File: config.mk
export PLATFORM = sky130hd
export DESIGN_NAME = vx_ifetch_tracker_flat
export DESIGN_NICKNAME = d
export VERILOG_FILES = /design/src/rtl/vx_ifetch_tracker_if.sv /design/src/rtl/vx_ifetch_tracker.sv /design/src/flat_wrapper.sv
export SDC_FILE = /design/constraint.sdc
export NUM_CORES = 1
export LEC_CHECK = 0
export ABC_CLOCK_PERIOD_IN_PS = 16270
export BUFFER_PORTS_ARGS = -buffer_cell sky130_fd_sc_hd__clkbuf_2
export CAP_MARGIN = 20
export CORE_ASPECT_RATIO = 1.1
export CORE_UTILIZATION = 55
export CTS_CLUSTER_SIZE = 24
export DETAILED_ROUTE_END_ITERATION = 6
export PLACE_DENSITY_LB_ADDON = 0.05
export SETUP_SLACK_MARGIN = 0.05
export SKIP_LAST_GASP = 1
export SLEW_MARGIN = 20
export SYNTH_ARGS = -nofsm -noshare
export SYNTH_HDL_FRONTEND = slang
export SYNTH_SLANG_ARGS = --single-unit
File: constraint.sdc
create_clock -name clk -period 16.27 [get_ports clk]
set_input_delay 0 -clock clk [delete_from_list [all_inputs] [get_ports clk]]
set_output_delay 0 -clock clk [all_outputs]
set_load 0.05 [all_outputs]
File: src/rtl/vx_ifetch_tracker_if.sv
// ---------------------------------------------------------------------------
// vx_ifetch_tracker_if
//   Bundles the handshake signals around the fetch tracker: scheduler request,
//   icache request/response, per-warp flush, fetch result and busy.
//
//   master : the surroundings (scheduler, icache, downstream, flush source)
//   slave  : the fetch tracker itself
// ---------------------------------------------------------------------------
interface vx_ifetch_tracker_if #(
    parameter int NUM_WARPS   = 4,
    parameter int NUM_THREADS = 4,
    parameter int NUM_TAGS    = 8,
    parameter int INSTR_WIDTH = 32
);
    localparam int NW_BITS  = (NUM_WARPS > 1) ? $clog2(NUM_WARPS) : 1;
    localparam int TAG_BITS = (NUM_TAGS > 1) ? $clog2(NUM_TAGS) : 1;

    // scheduler request
    logic                   req_valid;
    logic [NW_BITS-1:0]     req_wid;
    logic [NUM_THREADS-1:0] req_tmask;
    logic [31:0]            req_PC;
    logic                   req_ready;

    // icache request
    logic                   icache_req_valid;
    logic [29:0]            icache_req_addr;
    logic [TAG_BITS-1:0]    icache_req_tag;
    logic                   icache_req_ready;

    // icache response
    logic                   icache_rsp_valid;
    logic [INSTR_WIDTH-1:0] icache_rsp_data;
    logic [TAG_BITS-1:0]    icache_rsp_tag;
    logic                   icache_rsp_ready;

    // branch-redirect flush
    logic                   flush_valid;
    logic [NW_BITS-1:0]     flush_wid;

    // fetch result
    logic                   rsp_valid;
    logic [NW_BITS-1:0]     rsp_wid;
    logic [NUM_THREADS-1:0] rsp_tmask;
    logic [31:0]            rsp_PC;
    logic [INSTR_WIDTH-1:0] rsp_instr;
    logic                   rsp_ready;

    logic                   busy;

    modport master (
        output req_valid, req_wid, req_tmask, req_PC,
        input  req_ready,
        input  icache_req_valid, icache_req_addr, icache_req_tag,
        output icache_req_ready,
        output icache_rsp_valid, icache_rsp_data, icache_rsp_tag,
        input  icache_rsp_ready,
        output flush_valid, flush_wid,
        input  rsp_valid, rsp_wid, rsp_tmask, rsp_PC, rsp_instr,
        output rsp_ready,
        input  busy
    );

    modport slave (
        input  req_valid, req_wid, req_tmask, req_PC,
        output req_ready,
        output icache_req_valid, icache_req_addr, icache_req_tag,
        input  icache_req_ready,
        input  icache_rsp_valid, icache_rsp_data, icache_rsp_tag,
        output icache_rsp_ready,
        input  flush_valid, flush_wid,
        output rsp_valid, rsp_wid, rsp_tmask, rsp_PC, rsp_instr,
        input  rsp_ready,
        output busy
    );
endinterface

File: src/rtl/vx_ifetch_tracker.sv
// ---------------------------------------------------------------------------
// vx_ifetch_tracker
//   Multi-warp, multi-outstanding instruction-fetch tracker. Each accepted
//   fetch takes the lowest free tag of a NUM_TAGS-entry table holding
//   wid/tmask/PC. Icache responses may return in any order and are matched by
//   tag, then presented through a single registered output stage. A per-warp
//   flush marks that warp's in-flight entries stale so their responses are
//   swallowed without back-pressure.
//
//   Ports
//     clk    : clock
//     reset  : asynchronous, active-high reset
//     bus    : vx_ifetch_tracker_if.slave (request, icache req/rsp, flush,
//              fetch result, busy)
// ---------------------------------------------------------------------------
module vx_ifetch_tracker #(
    parameter int NUM_WARPS    = 4,
    parameter int NUM_THREADS  = 4,
    parameter int NUM_TAGS     = 8,
    parameter int MAX_INFLIGHT = 2,
    parameter int INSTR_WIDTH  = 32
) (
    input  logic                clk,
    input  logic                reset,
    vx_ifetch_tracker_if.slave  bus
);
    localparam int NW_BITS  = (NUM_WARPS > 1) ? $clog2(NUM_WARPS) : 1;
    localparam int TAG_BITS = (NUM_TAGS > 1) ? $clog2(NUM_TAGS) : 1;
    localparam int CNT_BITS = $clog2(MAX_INFLIGHT + 1);

    // ---------------- state ----------------
    logic [NUM_TAGS-1:0]    valid_q, valid_d;
    logic [NUM_TAGS-1:0]    stale_q, stale_d;
    logic [NW_BITS-1:0]     wid_q   [NUM_TAGS];
    logic [NUM_THREADS-1:0] tmask_q [NUM_TAGS];
    logic [31:0]            pc_q    [NUM_TAGS];

    logic [CNT_BITS-1:0]    inflight_q [NUM_WARPS];
    logic [CNT_BITS-1:0]    inflight_d [NUM_WARPS];

    logic                   rsp_valid_q, rsp_valid_d;
    logic [NW_BITS-1:0]     rsp_wid_q,   rsp_wid_d;
    logic [NUM_THREADS-1:0] rsp_tmask_q, rsp_tmask_d;
    logic [31:0]            rsp_pc_q,    rsp_pc_d;
    logic [INSTR_WIDTH-1:0] rsp_instr_q, rsp_instr_d;

    // ---------------- request path ----------------
    logic                any_free;
    logic [TAG_BITS-1:0] alloc_tag;
    logic                alloc_ok;
    logic                req_fire;

    // Free search looks only at registered valid bits, so a tag released this
    // cycle becomes allocatable next cycle. Descending scan -> lowest index wins.
    always_comb begin
        any_free  = 1'b0;
        alloc_tag = '0;
        for (int i = NUM_TAGS - 1; i >= 0; i--) begin
            if (!valid_q[i]) begin
                any_free  = 1'b1;
                alloc_tag = TAG_BITS'(i);
            end
        end
    end

    assign alloc_ok = any_free
                   && (inflight_q[bus.req_wid] < CNT_BITS'(MAX_INFLIGHT))
                   && !(bus.flush_valid && (bus.flush_wid == bus.req_wid));

    assign bus.icache_req_valid = bus.req_valid && alloc_ok;
    assign bus.icache_req_addr  = bus.req_PC[31:2];
    assign bus.icache_req_tag   = alloc_tag;
    assign bus.req_ready        = alloc_ok && bus.icache_req_ready;
    assign req_fire             = bus.req_valid && bus.req_ready;

    // ---------------- response path ----------------
    logic [TAG_BITS-1:0] rsp_tag;
    logic                rsp_hit;
    logic [NW_BITS-1:0]  rsp_entry_wid;
    logic                rsp_drop;
    logic                out_free;
    logic                rsp_accept;
    logic                rsp_load;
    logic                out_fire;

    assign rsp_tag       = bus.icache_rsp_tag;
    assign rsp_hit       = valid_q[rsp_tag];
    assign rsp_entry_wid = wid_q[rsp_tag];
    // A response is dropped if its entry was flushed earlier or is being
    // flushed right now; such responses never wait on the output stage.
    assign rsp_drop      = stale_q[rsp_tag]
                        || (bus.flush_valid && (rsp_entry_wid == bus.flush_wid));
    assign out_free      = !rsp_valid_q || bus.rsp_ready;
    assign bus.icache_rsp_ready = rsp_drop ? 1'b1 : out_free;
    assign rsp_accept    = bus.icache_rsp_valid && bus.icache_rsp_ready && rsp_hit;
    assign rsp_load      = rsp_accept && !rsp_drop;
    assign out_fire      = rsp_valid_q && bus.rsp_ready;

    // ---------------- tag table next state ----------------
    genvar gi;
    generate
        for (gi = 0; gi < NUM_TAGS; gi++) begin : g_entry
            logic alloc_here;
            logic release_here;
            logic flush_here;

            assign alloc_here   = req_fire && (alloc_tag == TAG_BITS'(gi));
            assign release_here = rsp_accept && (rsp_tag == TAG_BITS'(gi));
            assign flush_here   = bus.flush_valid && valid_q[gi]
                               && (wid_q[gi] == bus.flush_wid);

            // Allocation and release never hit the same entry in one cycle:
            // only free entries are allocated, only valid ones released.
            assign valid_d[gi] = alloc_here ? 1'b1 : (release_here ? 1'b0 : valid_q[gi]);
            assign stale_d[gi] = alloc_here ? 1'b0 : (flush_here   ? 1'b1 : stale_q[gi]);
        end
    endgenerate

    always_ff @(posedge clk or posedge reset) begin
        if (reset) begin
            valid_q <= '0;
            stale_q <= '0;
            for (int i = 0; i < NUM_TAGS; i++) begin
                wid_q[i]   <= '0;
                tmask_q[i] <= '0;
                pc_q[i]    <= '0;
            end
        end else begin
            valid_q <= valid_d;
            stale_q <= stale_d;
            if (req_fire) begin
                wid_q[alloc_tag]   <= bus.req_wid;
                tmask_q[alloc_tag] <= bus.req_tmask;
                pc_q[alloc_tag]    <= bus.req_PC;
            end
        end
    end

    // ---------------- per-warp inflight counters ----------------
    // Increment only happens below MAX_INFLIGHT and decrement only for a live
    // entry of that warp, so the counters cannot wrap.
    generate
        for (gi = 0; gi < NUM_WARPS; gi++) begin : g_warp
            logic inc;
            logic dec;

            assign inc = req_fire   && (bus.req_wid   == NW_BITS'(gi));
            assign dec = rsp_accept && (rsp_entry_wid == NW_BITS'(gi));

            assign inflight_d[gi] = (inc && !dec) ? inflight_q[gi] + CNT_BITS'(1)
                                  : (dec && !inc) ? inflight_q[gi] - CNT_BITS'(1)
                                  : inflight_q[gi];
        end
    endgenerate

    always_ff @(posedge clk or posedge reset) begin
        if (reset) begin
            for (int i = 0; i < NUM_WARPS; i++) inflight_q[i] <= '0;
        end else begin
            for (int i = 0; i < NUM_WARPS; i++) inflight_q[i] <= inflight_d[i];
        end
    end

    // ---------------- output stage ----------------
    always_comb begin
        rsp_valid_d = rsp_valid_q;
        rsp_wid_d   = rsp_wid_q;
        rsp_tmask_d = rsp_tmask_q;
        rsp_pc_d    = rsp_pc_q;
        rsp_instr_d = rsp_instr_q;
        if (rsp_load) begin
            // rsp_load implies the register is empty or draining this cycle.
            rsp_valid_d = 1'b1;
            rsp_wid_d   = rsp_entry_wid;
            rsp_tmask_d = tmask_q[rsp_tag];
            rsp_pc_d    = pc_q[rsp_tag];
            rsp_instr_d = bus.icache_rsp_data;
        end else if (out_fire) begin
            rsp_valid_d = 1'b0;
        end else if (bus.flush_valid && rsp_valid_q && (rsp_wid_q == bus.flush_wid)) begin
            // Held result of a redirected warp is discarded.
            rsp_valid_d = 1'b0;
        end
    end

    always_ff @(posedge clk or posedge reset) begin
        if (reset) begin
            rsp_valid_q <= 1'b0;
            rsp_wid_q   <= '0;
            rsp_tmask_q <= '0;
            rsp_pc_q    <= '0;
            rsp_instr_q <= '0;
        end else begin
            rsp_valid_q <= rsp_valid_d;
            rsp_wid_q   <= rsp_wid_d;
            rsp_tmask_q <= rsp_tmask_d;
            rsp_pc_q    <= rsp_pc_d;
            rsp_instr_q <= rsp_instr_d;
        end
    end

    assign bus.rsp_valid = rsp_valid_q;
    assign bus.rsp_wid   = rsp_wid_q;
    assign bus.rsp_tmask = rsp_tmask_q;
    assign bus.rsp_PC    = rsp_pc_q;
    assign bus.rsp_instr = rsp_instr_q;
    assign bus.busy      = (|valid_q) || rsp_valid_q;

    // A response for a tag that is not live is ignored by the logic above;
    // it indicates an icache protocol error.
    rsp_tag_live_a: assert property (@(posedge clk) disable iff (reset)
        bus.icache_rsp_valid |-> rsp_hit);

endmodule

File: src/flat_wrapper.sv
// flat-port wrapper written by rule: the top's interface ports become plain ports
module vx_ifetch_tracker_flat 
#(
    parameter int NUM_WARPS    = 4,
    parameter int NUM_THREADS  = 4,
    parameter int NUM_TAGS     = 8,
    parameter int MAX_INFLIGHT = 2,
    parameter int INSTR_WIDTH  = 32
)
  (clk, reset, bus_req_valid, bus_req_wid, bus_req_tmask, bus_req_PC, bus_req_ready, bus_icache_req_valid, bus_icache_req_addr, bus_icache_req_tag, bus_icache_req_ready, bus_icache_rsp_valid, bus_icache_rsp_data, bus_icache_rsp_tag, bus_icache_rsp_ready, bus_flush_valid, bus_flush_wid, bus_rsp_valid, bus_rsp_wid, bus_rsp_tmask, bus_rsp_PC, bus_rsp_instr, bus_rsp_ready, bus_busy);
  vx_ifetch_tracker_if #(.NUM_WARPS(NUM_WARPS), .NUM_THREADS(NUM_THREADS), .NUM_TAGS(NUM_TAGS), .INSTR_WIDTH(INSTR_WIDTH)) bus_i ();
  input  logic clk;
  input  logic reset;
  input wire logic [$bits(bus_i.req_valid)-1:0] bus_req_valid;
  input wire logic [$bits(bus_i.req_wid)-1:0] bus_req_wid;
  input wire logic [$bits(bus_i.req_tmask)-1:0] bus_req_tmask;
  input wire logic [$bits(bus_i.req_PC)-1:0] bus_req_PC;
  output wire logic [$bits(bus_i.req_ready)-1:0] bus_req_ready;
  output wire logic [$bits(bus_i.icache_req_valid)-1:0] bus_icache_req_valid;
  output wire logic [$bits(bus_i.icache_req_addr)-1:0] bus_icache_req_addr;
  output wire logic [$bits(bus_i.icache_req_tag)-1:0] bus_icache_req_tag;
  input wire logic [$bits(bus_i.icache_req_ready)-1:0] bus_icache_req_ready;
  input wire logic [$bits(bus_i.icache_rsp_valid)-1:0] bus_icache_rsp_valid;
  input wire logic [$bits(bus_i.icache_rsp_data)-1:0] bus_icache_rsp_data;
  input wire logic [$bits(bus_i.icache_rsp_tag)-1:0] bus_icache_rsp_tag;
  output wire logic [$bits(bus_i.icache_rsp_ready)-1:0] bus_icache_rsp_ready;
  input wire logic [$bits(bus_i.flush_valid)-1:0] bus_flush_valid;
  input wire logic [$bits(bus_i.flush_wid)-1:0] bus_flush_wid;
  output wire logic [$bits(bus_i.rsp_valid)-1:0] bus_rsp_valid;
  output wire logic [$bits(bus_i.rsp_wid)-1:0] bus_rsp_wid;
  output wire logic [$bits(bus_i.rsp_tmask)-1:0] bus_rsp_tmask;
  output wire logic [$bits(bus_i.rsp_PC)-1:0] bus_rsp_PC;
  output wire logic [$bits(bus_i.rsp_instr)-1:0] bus_rsp_instr;
  input wire logic [$bits(bus_i.rsp_ready)-1:0] bus_rsp_ready;
  output wire logic [$bits(bus_i.busy)-1:0] bus_busy;
  assign bus_i.req_valid = bus_req_valid;
  assign bus_i.req_wid = bus_req_wid;
  assign bus_i.req_tmask = bus_req_tmask;
  assign bus_i.req_PC = bus_req_PC;
  assign bus_req_ready = bus_i.req_ready;
  assign bus_icache_req_valid = bus_i.icache_req_valid;
  assign bus_icache_req_addr = bus_i.icache_req_addr;
  assign bus_icache_req_tag = bus_i.icache_req_tag;
  assign bus_i.icache_req_ready = bus_icache_req_ready;
  assign bus_i.icache_rsp_valid = bus_icache_rsp_valid;
  assign bus_i.icache_rsp_data = bus_icache_rsp_data;
  assign bus_i.icache_rsp_tag = bus_icache_rsp_tag;
  assign bus_icache_rsp_ready = bus_i.icache_rsp_ready;
  assign bus_i.flush_valid = bus_flush_valid;
  assign bus_i.flush_wid = bus_flush_wid;
  assign bus_rsp_valid = bus_i.rsp_valid;
  assign bus_rsp_wid = bus_i.rsp_wid;
  assign bus_rsp_tmask = bus_i.rsp_tmask;
  assign bus_rsp_PC = bus_i.rsp_PC;
  assign bus_rsp_instr = bus_i.rsp_instr;
  assign bus_i.rsp_ready = bus_rsp_ready;
  assign bus_busy = bus_i.busy;
  vx_ifetch_tracker #(.NUM_WARPS(NUM_WARPS), .NUM_THREADS(NUM_THREADS), .NUM_TAGS(NUM_TAGS), .MAX_INFLIGHT(MAX_INFLIGHT), .INSTR_WIDTH(INSTR_WIDTH)) u_core (.clk(clk), .reset(reset), .bus(bus_i));
endmodule
==> results.json <==
{
  "timing.rr.start": "u_core.inflight_q[1]",
  "fmax_mhz": 264,
  "cp.arrival_ps": 4250,
  "drive_gt1_share_pct": 30.0,
  "num-fill-cells": 2356,
  "fin_crit_ps": 3790,
  "yosysTopAreaCell": "dfrtp_1",
  "ioPinCount": 190,
  "antenna_found_initial": 2,
  "fp.dieW_um": 175,
  "grtUsageTotal_pct": 23.7,
  "placed_area_mm2": 0.0191,
  "use_met3_pct": 3.33,
  "final_hold_viol_count": 0,
  "critPathKind": "input pin to flip-flop",
  "clkTransAtPathRegs_ps": 60,
  "synth_seq_cells": 399,
  "status": "finished with violations",
  "first_pass_iters": 6,
  "cp-start-kind": "input pin",
  "fin_crit_sh_pct": 23.3,
  "cp_max_fo": 66,
  "drtIter0Drc": 576,
  "multiInputGateArea_mm2": 0.00748,
  "hp-start": "bus_flush_valid",
  "syn_inst": 1154,
  "violations": "design-rule violations",
  "relSlewSlack_pct": 27.6,
  "cts_resized": 0,
  "routed_wl_mm": 38.4,
  "syn_nets": 1240,
  "synthFlopType": "dfrtp_1",
  "place_congestion": 0.826,
  "die_area_mm2": 0.0335,
  "dpl.hpwl_mm": 21.6,
  "port_buffers": 189,
  "whs_ps": 39.6,
  "cp-end-kind": "flip-flop",
  "setup_violations": 0,
  "die_h_um": 192,
  "core-area_mm2": 0.0323,
  "gr-usage-met2_pct": 39.2,
  "synth_cell_types": 44,
  "tightest_slew_ps": 1090,
  "synth_edf_count": 0,
  "numCtsBuffers": 42,
  "wl_per_cell_um": 21.0,
  "clock_path_buffers": 3,
  "async_reset_ff_share_pct": 100,
  "busiest_layer": "met2",
  "synth.most_common_cell": "dfrtp_1",
  "fin_nets": 1458,
  "leakage_nw": 9.96,
  "start_util_pct": 55.8,
  "use_met1_pct": 33.5,
  "drv_cap": 0,
  "seqCellArea_mm2": 0.00998,
  "routed_via_density": 5.73,
  "antenna_left": 0,
  "stdcell_area_mm2": 0.0212,
  "fin_setup_tns_ps": 0,
  "synthTopCellsByArea": "dfrtp_1 (55%), mux2_1 (22%), mux4_2 (9.6%), mux2_2 (4.2%), buf_4 (1.5%)",
  "max-vdd-ir-drop_mv": 0.131,
  "clock_skew_ps": 18.0,
  "first_global_vias": 11000,
  "synth_top_area_share_pct": 55.4,
  "hold_path.class": "input pin to flip-flop",
  "avgSynthCellArea_um2": 15.6,
  "htree_levels": 2,
  "syn_to_final_growth_pct": 17.5,
  "synth_common_cells": "dfrtp_1 (399), mux2_1 (346), mux4_2 (77)",
  "drv_slew": 0,
  "required_ps": 16730,
  "ys_warn_count": 0,
  "clkSinkCount": 399,
  "drc": 2,
  "cts_tree": "done",
  "grt_max_degree": 181,
  "rows": 69,
  "ys_seq_area_share_pct": 55.4,
  "cts_root_buffer": "clkbuf_16",
  "syn_area_mm2": 0.0180,
  "crit_start": "bus_icache_rsp_tag[1]",
  "overflow": 0,
  "grt_setup_unrepaired": "no",
  "final_core_util_pct": 65.6,
  "clk_latency_ps": 540,
  "grt_pass1_wl_mm": 61.8,
  "p_per_area_mw_per_mm2": 168,
  "vias": 10500
}
[critical path: stages]
cell,delay (ps)
dlygate4sd3_1,530
buf_4,340
buf_4,900
mux2i_1,260
a221oi_4,460
xnor2_1,240
a311o_1,610
nand3_1,160
ha_1,280
xor2_1,140
nor2_1,120
xor2_1,170
[metrics by stage]
stage,power [mW],setup slack (ps),std cells
floorplan,2.40,5170,1154
global placement,2.63,12530,1677
detailed placement,2.68,12440,1677
CTS,3.60,12460,1822
global route,3.75,12230,1826
finish,3.57,12480,1826
[layout by cell type (no fill, tap or decap), types with 7 or more instances in the layout]
cell type | netlist | layout
nand2_1 | 10 | 10
dlygate4sd3_1 | 0 | 75
mux2_1 | 346 | 346
mux4_2 | 77 | 77
dfrtp_1 | 399 | 399
clkbuf_1 | 18 | 12
clkbuf_2 | 0 | 187
a31oi_1 | 10 | 10
xor2_1 | 10 | 10
buf_4 | 37 | 15
a41oi_1 | 7 | 7
clkbuf_8 | 0 | 9
mux2_2 | 67 | 67
nor2_1 | 29 | 28
xnor2_1 | 24 | 24
clkbuf_16 | 0 | 42
[report_power, final]
part           total, mW  switching [mW]  internal, mW
logic               1.10           0.624         0.481
clock network      0.895           0.379         0.517
registers           1.57           0.206          1.36
[cell families after synthesis]
group	share of synthesized area, %
compound gates	1.44
xor+xnor	1.65
fa+ha+maj	0.278
buf+inv	3.37
flops	55.4
mux	35.7
simple gates	2.20
[sequential cells by signal, summed over array words and instances, names as in the netlist]
name,flops
u_core.pc_q,256
u_core.valid_q,8
u_core.bus.rsp_PC,32
u_core.bus.rsp_valid,1
u_core.bus.rsp_wid,2
u_core.inflight_q,8
u_core.bus.rsp_tmask,4
u_core.wid_q,16
u_core.stale_q,8
u_core.bus.rsp_instr,32
u_core.tmask_q,32
[final timing paths]
| check | slack, ps | depth (start not counted) | end |
|---|---|---|---|
| max | 12480 | 12 | u_core.inflight_q[3] |
| max reg2reg | 12750 | 6 | u_core.pc_q[110] |
| min | 40 | 3 | u_core.bus.rsp_valid |
| min reg2reg | 480 | 1 | u_core.pc_q[146] |
| max in group asynchronous | 14560 | 4 | u_core.pc_q[80] |
| min in group asynchronous | 50 | 3 | u_core.bus.rsp_instr[6] |
[layer usage]
metal / routed length (µm) / vias up
met5: 0 / -
met4: 648 / 0
met3: 1630 / 46
met2: 18500 / 249
met1: 17600 / 5516
li1: - / 4650
[timing repair]
item                                   in CTS  in global routing
hold buffers                               75                  0
endpoints found under the hold margin     482                  0
buffers inserted                            0                  0
[cell type report]
type / instances / area share [%]
antenna: 2 / 0.0236
multi-input combinational: 643 / 35.3
timing repair buffer: 280 / 8.85
inverter: 6 / 0.165
clock inverter: 7 / 0.272
sequential: 399 / 47.1
clock buffer: 63 / 5.76
tap: 426 / 2.52
Power figures use the tool's default switching activity.
